$ cat src/rtl/sync_fifo.sv
// Single-clock FIFO with flush and simultaneous push/pop.
// Overflowing pushes and underflowing pops are dropped.
module sync_fifo #(
  parameter int WIDTH = 8,
  parameter int DEPTH = 8,
  localparam int AW = $clog2(DEPTH)
) (
  input  logic             clk_i,
  input  logic             rst_n,
  input  logic             flush_i,
  input  logic             push_i,
  input  logic             pop_i,
  input  logic [WIDTH-1:0] wdata_i,
  output logic [WIDTH-1:0] rdata_o,
  output logic             full_o,
  output logic             empty_o,
  output logic [AW:0]      count_o
);

  localparam logic [AW:0]   CNT_ONE  = 1;
  localparam logic [AW:0]   CNT_FULL = (AW+1)'(DEPTH);
  localparam logic [AW-1:0] PTR_ONE  = 1;

  logic [WIDTH-1:0] mem [DEPTH];
  logic [AW-1:0]    wr_ptr;
  logic [AW-1:0]    rd_ptr;
  logic [AW:0]      cnt;
  logic             do_push;
  logic             do_pop;

  assign full_o  = (cnt == CNT_FULL);
  assign empty_o = (cnt == '0);
  assign count_o = cnt;
  assign rdata_o = mem[rd_ptr];
  assign do_push = push_i && !full_o;
  assign do_pop  = pop_i && !empty_o;

  always_ff @(posedge clk_i or negedge rst_n) begin
    if (!rst_n) begin
      wr_ptr <= '0;
      rd_ptr <= '0;
      cnt    <= '0;
    end else if (flush_i) begin
      wr_ptr <= '0;
      rd_ptr <= '0;
      cnt    <= '0;
    end else begin
      if (do_push)
        wr_ptr <= wr_ptr + PTR_ONE;
      if (do_pop)
        rd_ptr <= rd_ptr + PTR_ONE;
      unique case ({do_push, do_pop})
        2'b10:   cnt <= cnt + CNT_ONE;
        2'b01:   cnt <= cnt - CNT_ONE;
        default: cnt <= cnt;
      endcase
    end
  end

  always_ff @(posedge clk_i) begin
    if (do_push && !flush_i)
      mem[wr_ptr] <= wdata_i;
  end

endmodule

$ cat config.mk
export PLATFORM = sky130hd
export DESIGN_NAME = sync_fifo
export DESIGN_NICKNAME = d
export VERILOG_FILES = /design/src/rtl/sync_fifo.sv
export SDC_FILE = /design/constraint.sdc
export NUM_CORES = 1
export LEC_CHECK = 0
export CAP_MARGIN = 10
export CORE_ASPECT_RATIO = 2
export CORE_UTILIZATION = 51
export DETAILED_ROUTE_END_ITERATION = 10
export PLACE_DENSITY = 0.8
export SLEW_MARGIN = 20
export SYNTH_ARGS = -nofsm -noshare
export SYNTH_HDL_FRONTEND = slang
export SYNTH_SLANG_ARGS = --single-unit
$ cat constraint.sdc
create_clock -name clk_i -period 2.8 [get_ports clk_i]
set_clock_uncertainty 0.1 [all_clocks]
set_input_delay 0.56 -clock clk_i [delete_from_list [all_inputs] [get_ports clk_i]]
set_output_delay 0.56 -clock clk_i [all_outputs]
set_load 0.03 [all_outputs]
==> results.txt, run 1 <==
CP endpoint kind: primary output
CP max stage cell: clkdlybuf4s50_1
setup repair bufs after CTS: 0
fin area: 3860 um^2
power per cell area: 896 nW/um^2
#FFs+latches synth: 74
Post-Synthesis Cells: 170
nets: 236
drt wl/cell: 21.3 um
Max Cap Viol: 0
capturing point of the worst reg2reg path: count_o[3]$_DFFE_PN0P_
outcome: complete, but fails checks
total track usage: 21.4%
adder-cell share of the synthesized area: 2.25%
DRT antenna net count: 0
CTS tree: done
worst setup path start: count_o[1]$_DFFE_PN0P_
GRT overflow: 0
Clock Sinks: 74
mux contribution to synthesized area: 15.7%
Hold Violations, Final: 0
vias in the first global route: 1845
synth warn: 0
CP required: 2140 ps
Clock Pin Slew Worst Setup and Hold Paths: 50 ps
most frequent cells in the layout: edfxtp_1 (64), buf_4 (20), clkdlybuf4s50_1 (18)
r2r worst-path depth: 7
Critical Path, Cell by Cell: or4b_4, inv_1, clkdlybuf4s50_1
crit path to: full_o
netlist area before placement: 3120 um^2
H-Tree Depth: 3
final setup violation count: 0
drt initial violations: 54
dpl hpwl: 4230 um
DP Worst Slack: -76.5 ps
failing checks: DRC
relative slew slack: 65.8%
Placed Area: 3560 um^2
layout cells sized above 1: 30.0%
Synth Area per Inst: 18.3 um^2
post-synthesis compound-gate area fraction: 3.01%
Port Buffers: 26
Clock Latency Late Sink: 330 ps
Worst VDD drop: 0.818 mV
Synth Area in Simple Gates: 5.78%
worst hold path type: input pin to async pin
number of buffers created by CTS: 9
sequential area share after synthesis: 69.7%
xor-xnor portion of the synthesized cell area: 1.69%
final worst slack: 60.5 ps
Tmin final: 2740 ps
Routed WL: 6080 um
core area: 5960 um^2
arrival time at the worst endpoint: 2080 ps
Initial Utilization: 52.4%
worst reg2reg setup slack: 140 ps
most common cell after layout, fill and taps aside: edfxtp_1
synth unique cells: 31
# DRC: 2
Die W: 57.3 um
CTS root buf: clkbuf_16
Worst R2R Start: count_o[1]$_DFFE_PN0P_
# fillers: 379
Synth-to-Final Area Change: 23.8%
diode count: 0
pin count of the biggest net entering global routing: 16
Top Ports: 27
gp weighted congestion: 0.799
critical path class: flop to primary output
Clock Tree Buf Depth: 2
main combinational cell family by area after synthesis: multiplexers
DR vias/cell: 5.93
Worst path max stage delay: 660 ps
crit path max fanout: 7
Setup crit start kind: flop
P_leak: 1.38 nW
Pre-Repair DR Iteration Count: 7
first-pass GRT wire length: 9470 um
Synthesized Nets: 188
Fmax: 0.365 GHz
unrepaired setup endpoints after global routing: false
Die Area: 6450 um^2
worst slew pin tran: 512 ps
# rows: 40
Final Slew Violations: 0
fin crit share: 97.8%
initial antenna violation count: 0
DR vias: 1695
die height: 113 um
[cells in the mapped netlist]
cell type   n  area (um^2)
mux2_2      8         90.1
inv_1       2         7.51
o311a_1     1         10.0
a21oi_1     3         15.0
or2b_1      1         7.51
dfrtp_1    10          250
o311ai_1    1         8.76
nor3_1      3         15.0
nand2_1     5         18.8
and3b_2     1         10.0
or4b_4      1         13.8
mux2i_1     4         40.0
buf_6       2         22.5
a21oi_4     1         16.3
or4b_1      1         10.0
o41ai_2     1         16.3
nand2b_1    3         18.8
edfxtp_1   64         1920
nor4_1      1         6.26
xnor2_1     3         26.3
xor2_1      3         26.3
a211oi_2    1         12.5
nand3_1     4         20.0
buf_1       1         3.75
nor2_1     16         60.1
clkbuf_1    4         15.0
a211oi_1    2         15.0
buf_2       2         10.0
mux4_2     16          360
ha_1        4         50.1
fa_1        1         20.0
[where the power goes]
group          internal (W)  leakage [nW]  switching (W)
clock network      0.000669         0.143       0.000394
logic              0.000495         0.525       0.000586
registers           0.00127         0.711      0.0000424
[routing by layer]
layer	up-vias	share of wire, %	GRT usage, %
li1	770	-	-
met1	858	33	20.7
met2	45	59	38.4
met3	22	3.8	6.34
met4	0	4.3	12.8
met5	-	0	0
[what timing repair did]
| item | in CTS | in global routing |
|---|---|---|
| resized for setup | 6 | 3 |
| hold buffers | 0 | 0 |
| setup endpoints to repair | 6 | 2 |
[worst min-delay path by stage]
stage | start | to | slack [ps]
5_1_grt | rst_n | count_o[1]$_DFFE_PN0P_ | 500
4_1_cts | rst_n | count_o[2]$_DFFE_PN0P_ | 470
3_3_place_gp | rd_ptr[1]$_DFFE_PN0P_ | rd_ptr[1]$_DFFE_PN0P_ | 440
3_5_place_dp | rd_ptr[1]$_DFFE_PN0P_ | rd_ptr[1]$_DFFE_PN0P_ | 450
6_report | rst_n | rd_ptr[0]$_DFFE_PN0P_ | 470
2_1_floorplan | rst_n | count_o[0]$_DFFE_PN0P_ | 160
[layout make-up]
class	instances	area, um^2	share of cell area [%]
multi-input cells	85	902	23.4
flip-flops and latches	74	2170	56.3
repair buffers	46	414	10.7
inverters	2	7.51	0.194
well taps	63	78.8	2.04
clock buffers	14	274	7.10
clock inverters	2	10.0	0.259
[stage by stage]
| step | power [W] | setup TNS, ps | hold WS [ps] | utilization [%] | cells |
|---|---|---|---|---|---|
| 5_1_grt | 0.00358 | 0 | 500 | 64.8 | 286 |
| 2_1_floorplan | 0.00203 | 0 | 164 | - | 170 |
| 3_3_place_gp | 0.00234 | 0 | 438 | 59.9 | 270 |
| 3_5_place_dp | 0.00241 | -76.5 | 446 | 59.9 | 270 |
| 6_report | 0.00346 | 0 | 473 | 64.8 | 286 |
| 4_1_cts | 0.00346 | 0 | 471 | 64.5 | 286 |
[state kept, by name (all words and copies together), names as in the netlist]
register	cells
rd_ptr	3
count_o	4
mem	64
wr_ptr	3
[worst max-delay path, delay by kind of cell, from the launching register on]
family | cells | cell delay, ps
buffers and inverters | 2 | 750
DFF | 1 | 390
and+or+nand+nor | 1 | 610
[logic make-up after synthesis]
| family | Yosys count |
|---|---|
| multiplexers | 28 |
| XOR/XNOR | 6 |
| AO/OA/AOI/OAI | 10 |
| adder cells (fa/ha/maj) | 5 |
| flip-flops | 74 |
| AND/OR/NAND/NOR | 36 |
| buffers and inverters | 11 |
Note: power is estimated with default switching activity, not from simulation.
==> run 2, diff against run 1 <==
--- a/config.mk
+++ b/config.mk
@@ -10,6 +10,7 @@
 export CORE_UTILIZATION = 51
 export DETAILED_ROUTE_END_ITERATION = 10
 export PLACE_DENSITY = 0.8
+export REMOVE_ABC_BUFFERS = 1
 export SLEW_MARGIN = 20
 export SYNTH_ARGS = -nofsm -noshare
 export SYNTH_HDL_FRONTEND = slang
==> run 2 against run 1 <==
  * Fmax rose by 0.18%
  * The run still ends with DRC left
  * Critical endpoint unchanged
  * Die area did not move
  * Utilization rose by 1.2 points
  * Largest cell class unchanged
  * Combinational power fell by 6%
  * Largest power group unchanged
  * Non-clock buffer count rose by 5
  * Power rose by 6.4%
  * Setup slack improved by 4.9 ps
  * Clock-buffer cell count fell by 3
  * Sequential power barely moved
  * Global-route usage rose by 1.0 points
  * Register-to-register slack improved by 20 ps
==> results.txt, run 2 (same netlist as run 1, synthesis figures left out) <==
drt initial violations: 78
Top reg by flops: mem
CTS tree: done
power share of the combinational group: 27.9%
Critical Path, Cell by Cell: or4b_4, inv_1, clkdlybuf4s50_1
outcome: complete, but fails checks
final worst slack: 65.5 ps
Tmin final: 2730 ps
Clock Tree Buf Depth: 2
fin area: 3930 um^2
Port Buffers: 26
Switching Share: 27.5%
Setup crit start kind: flop
Die Area: 6450 um^2
arrival time at the worst endpoint: 2070 ps
core area: 5960 um^2
fin crit share: 97.7%
total track usage: 22.4%
power share of the sequential group: 36.2%
CP endpoint kind: primary output
DR vias: 1727
diode count: 0
CP max stage cell: clkdlybuf4s50_1
layout cells sized above 1: 33.3%
Sequential cell area: 2170 um^2
Pre-Repair DR Iteration Count: 7
dpl hpwl: 4300 um
Die W: 57.3 um
Clock Power Share: 35.9%
pin count of the biggest net entering global routing: 13
Final Slew Violations: 0
# fillers: 382
worst hold path type: input pin to async pin
Hold Violations, Final: 0
Worst R2R Start: count_o[1]$_DFFE_PN0P_
number of buffers created by CTS: 9
most common cell after layout, fill and taps aside: edfxtp_1
first-pass GRT wire length: 10100 um
failing checks: DRC
Fmax: 0.366 GHz
DR vias/cell: 5.93
critical path class: flop to primary output
GRT overflow: 0
area of the multi-input gates: 887 um^2
Clock Sinks: 74
# rows: 40
P_leak: 1.43 nW
relative slew slack: 67.1%
Max Cap Viol: 0
Worst VDD drop: 0.709 mV
DRT antenna net count: 0
crit path max fanout: 7
nets: 241
CP Buf/Inv Count: 2
power per cell area: 936 nW/um^2
unrepaired setup endpoints after global routing: false
worst reg2reg setup slack: 160 ps
CP top delay family: buffers and inverters
CTS root buf: clkbuf_16
vias in the first global route: 1890
DP Worst Slack: -29.2 ps
die height: 113 um
Worst path max stage delay: 670 ps
worst slew pin tran: 492 ps
r2r worst-path depth: 7
most frequent cells in the layout: edfxtp_1 (64), buf_4 (30), clkdlybuf4s50_1 (18)
# DRC: 2
cell-internal power: 0.00267 W
Top Ports: 27
initial antenna violation count: 0
Initial Utilization: 52.4%
Synth-to-Final Area Change: 26.1%
Clock Pin Slew Worst Setup and Hold Paths: 60 ps
Tot Pwr: 0.00368 W
Clock Latency Late Sink: 320 ps
max reg flops: 64
hold_buf cts: 0
CP required: 2140 ps
Psw: 0.00101 W
Placed Area: 3580 um^2
capturing point of the worst reg2reg path: count_o[3]$_DFFE_PN0P_
final setup violation count: 0
H-Tree Depth: 3
Final TNS setup: 0 ps
drt wl/cell: 21.1 um
gp weighted congestion: 0.786
Routed WL: 6140 um
==> run 2: changes by cell type in the layout (fill, tap and decap cells not counted), moves of 2 or more <==
cell / delta
buf_4: +10
bufinv_16: +3
dlygate4sd2_1: -3
clkbuf_1: -2
==> run 2: timing repair <==
action                     4_1_cts  5_1_grt
setup buffers                    0        0
setup endpoints to repair        8        0
gates resized for setup          4        0
==> run 2: area by class of cell <==
cell class / instances / area share [%]
inverters: 2 / 0.191
well taps: 63 / 2.01
clock inverters: 5 / 2.55
repair buffers: 51 / 11.0
multi-input cells: 85 / 22.6
clock buffers: 11 / 6.43
flip-flops and latches: 74 / 55.3
==> run 2: worst reg2reg max path: cells and delay by family (launching register included) <==
family | cells | cell delay [ps]
compound gates | 3 | 520
fa+ha+maj | 1 | 300
flops | 1 | 380
simple gates | 3 | 1240
==> run 2: how the worst max path moves through the flow <==
| stage | from | end | slack (ps) | cells past startpoint |
|---|---|---|---|---|
| final | count_o[1]$_DFFE_PN0P_ | full_o | 70 | 3 |
| after global routing | rd_ptr[0]$_DFFE_PN0P_ | rdata_o[2] | 10 | 4 |
| after CTS | count_o[1]$_DFFE_PN0P_ | full_o | 60 | 3 |
| after detailed placement | pop_i | count_o[3]$_DFFE_PN0P_ | -30 | 8 |
| after global placement | pop_i | count_o[3]$_DFFE_PN0P_ | 110 | 8 |
| after floorplan | count_o[1]$_DFFE_PN0P_ | count_o[3]$_DFFE_PN0P_ | 60 | 7 |
==> run 2: power by group through the flow <==
stage | sequential [W] | clock [W] | combinational (W)
2_1_floorplan | 0.00145 | 0 | 0.000539
3_3_place_gp | 0.00134 | 0 | 0.000981
3_5_place_dp | 0.00135 | 0 | 0.00104
4_1_cts | 0.00133 | 0.00134 | 0.00103
5_1_grt | 0.00134 | 0.00138 | 0.00109
6_report | 0.00133 | 0.00132 | 0.00102
==> run 2: stage by stage <==
stage	cells	hold WS, ps	utilization, %
after floorplan	161	164	-
after global placement	275	464	60.1
after detailed placement	275	483	60.1
after CTS	291	476	66.0
after global routing	291	507	66.0
final	291	467	66.0
==> run 2: layer usage <==
| metal | routed length [um] | track usage, % | vias to the layer above |
|---|---|---|---|
| li1 | - | - | 781 |
| met1 | 2330 | 25.2 | 901 |
| met2 | 3480 | 39.8 | 32 |
| met3 | 173 | 4.15 | 13 |
| met4 | 161 | 10.9 | 0 |
| met5 | 0 | 0 | - |
==> run 3, diff against run 2 <==
--- a/config.mk
+++ b/config.mk
@@ -7,9 +7,9 @@
 export LEC_CHECK = 0
 export CAP_MARGIN = 10
 export CORE_ASPECT_RATIO = 2
-export CORE_UTILIZATION = 51
+export CORE_UTILIZATION = 60
 export DETAILED_ROUTE_END_ITERATION = 10
-export PLACE_DENSITY = 0.8
+export PLACE_DENSITY = 0.88
 export REMOVE_ABC_BUFFERS = 1
 export SLEW_MARGIN = 20
 export SYNTH_ARGS = -nofsm -noshare
==> constraint.sdc (replaced) <==
create_clock -name clk_i -period 3.55 [get_ports clk_i]
set_clock_uncertainty 0.1 [all_clocks]
set_input_delay 0.71 -clock clk_i [delete_from_list [all_inputs] [get_ports clk_i]]
set_output_delay 0.71 -clock clk_i [all_outputs]
set_load 0.03 [all_outputs]
==> run 3 against run 2 <==
  * The flow now finishes without violations
  * Cell area decreased by 6.9%
  * Sequential share of layout area is 4.1 points higher
  * First-iteration DRC count grew 24%
  * Sequential power down 19%
  * Combinational power fell by 29%
  * Critical path depth rose by 1
  * Die area is 15% lower
  * Worst hold slack better by 41 ps
  * Critical endpoint is now rdata_o[2]
==> results.txt, run 3 (same netlist as run 1, synthesis figures left out) <==
Worst path max stage delay: 590 ps
Hold Path Depth: 2
CP required: 2740 ps
most common cell after layout, fill and taps aside: edfxtp_1
most frequent cells in the layout: edfxtp_1 (64), clkdlybuf4s50_1 (26), mux4_2 (16), nor2_1 (16), buf_4 (11)
Clock Pin Slew Worst Setup and Hold Paths: 70 ps
Die Area: 5510 um^2
H-Tree Depth: 3
Pre-Repair DR Iteration Count: 4
Setup crit start kind: flop
Critical Path, Cell by Cell: buf_4, mux4_2, mux2_2, clkdlybuf4s50_1
Util after Layout: 74.5%
Max Cap Viol: 0
Hold Path Origin: wr_ptr[0]$_DFFE_PN0P_
initial antenna violation count: 0
pin count of the biggest net entering global routing: 14
# DRC: 0
capturing point of the worst reg2reg path: count_o[3]$_DFFE_PN0P_
nets: 227
Clock Tree Buf Depth: 2
Clock Sinks: 74
worst slew pin tran: 814 ps
Top reg by flops: mem
P_leak: 1.26 nW
arrival time at the worst endpoint: 2510 ps
die height: 104 um
gp weighted congestion: 0.761
fin crit share: 93.6%
hold_buf cts: 0
power per cell area: 658 nW/um^2
final setup violation count: 0
Synth-to-Final Area Change: 17.3%
Hold Violations, Final: 0
worst hold path type: flop to flop
Final TNS setup: 0 ps
GRT overflow: 0
layout cells sized above 1: 23.8%
drt initial violations: 97
Tmin final: 3320 ps
Routed WL: 5590 um
Clock Latency Late Sink: 340 ps
number of buffers created by CTS: 9
total track usage: 24.3%
critical path class: flop to primary output
Port Buffers: 26
vias in the first global route: 1758
setup repair bufs after CTS: 0
max reg flops: 64
fin area: 3660 um^2
CP endpoint kind: primary output
Die W: 53.0 um
drt wl/cell: 20.6 um
CP max stage cell: clkdlybuf4s50_1
Resize count post-CTS: 0
DRT antenna net count: 0
Final Slew Violations: 0
WHS Endpoint: wr_ptr[0]$_DFFE_PN0P_
worst reg2reg setup slack: 580 ps
CTS root buf: clkbuf_8
CTS tree: done
core area: 4910 um^2
Tot Pwr: 0.00241 W
first-pass GRT wire length: 8850 um
dpl hpwl: 3910 um
Worst VDD drop: 0.693 mV
# fillers: 277
Top Ports: 27
r2r worst-path depth: 7
diode count: 0
DR vias/cell: 5.97
Placed Area: 3480 um^2
CP top delay family: buffers and inverters
CP Buf/Inv Count: 2
DR vias: 1618
relative slew slack: 45.1%
outcome: finished clean
Initial Utilization: 63.5%
crit path max fanout: 8
Fmax: 0.301 GHz
Worst R2R Start: count_o[1]$_DFFE_PN0P_
unrepaired setup endpoints after global routing: false
# rows: 36
==> run 3: changes by cell type in the layout (fill, tap and decap cells not counted), moves of 2 or more <==
| cell | previous run | this run |
|---|---|---|
| clkinv_1 | 0 | 2 |
| dlygate4sd2_1 | 3 | 0 |
| clkbuf_1 | 0 | 3 |
| clkdlybuf4s50_1 | 18 | 26 |
| bufinv_16 | 3 | 1 |
| buf_4 | 30 | 11 |
| clkbuf_8 | 2 | 9 |
| clkbuf_16 | 9 | 0 |
==> run 3: layout make-up <==
class	count	area [um^2]	share of cell area, %
Clock inverter	4	42.5	1.16
Inverter	2	7.51	0.205
Sequential cell	74	2170	59.4
Clock buffer	12	135	3.69
Timing Repair Buffer	37	343	9.37
Tap cell	57	71.3	1.95
Multi-Input combinational cell	85	887	24.2
==> run 3: worst max path at each step <==
stage	startpoint	endpoint	slack (ps)	cells past startpoint
2_1_floorplan	count_o[1]$_DFFE_PN0P_	count_o[3]$_DFFE_PN0P_	810	7
3_3_place_gp	pop_i	count_o[3]$_DFFE_PN0P_	550	8
3_5_place_dp	pop_i	count_o[3]$_DFFE_PN0P_	420	8
4_1_cts	rd_ptr[0]$_DFFE_PN0P_	rdata_o[4]	180	4
5_1_grt	rd_ptr[0]$_DFFE_PN0P_	rdata_o[4]	90	4
6_report	rd_ptr[0]$_DFFE_PN0P_	rdata_o[2]	230	4
==> run 3: routing by layer <==
layer / wire length (um) / track usage (%)
met2: 3200 / 42.2
met3: 241 / 6.58
met1: 2020 / 26.3
met5: 0 / 0
met4: 136 / 10.7
==> run 3: worst min-delay path: stages (launching register included) <==
cell and delay, ps:
dfrtp_1 410, xor2_1 80, nor2_1 80
==> run 3: power breakdown <==
part / switching (W) / total [W] / internal (W)
Sequential: 0.0000824 / 0.00108 / 0.00100
Clock: 0.000279 / 0.000598 / 0.000320
Combinational: 0.000369 / 0.000726 / 0.000357
==> run 3: per-stage QoR <==
stage	setup WS [ps]	cells	hold WS, ps
floorplan	810	161	314
global placement	553	255	468
detailed placement	421	255	498
CTS	183	271	514
global route	93.1	271	536
finish	228	271	508
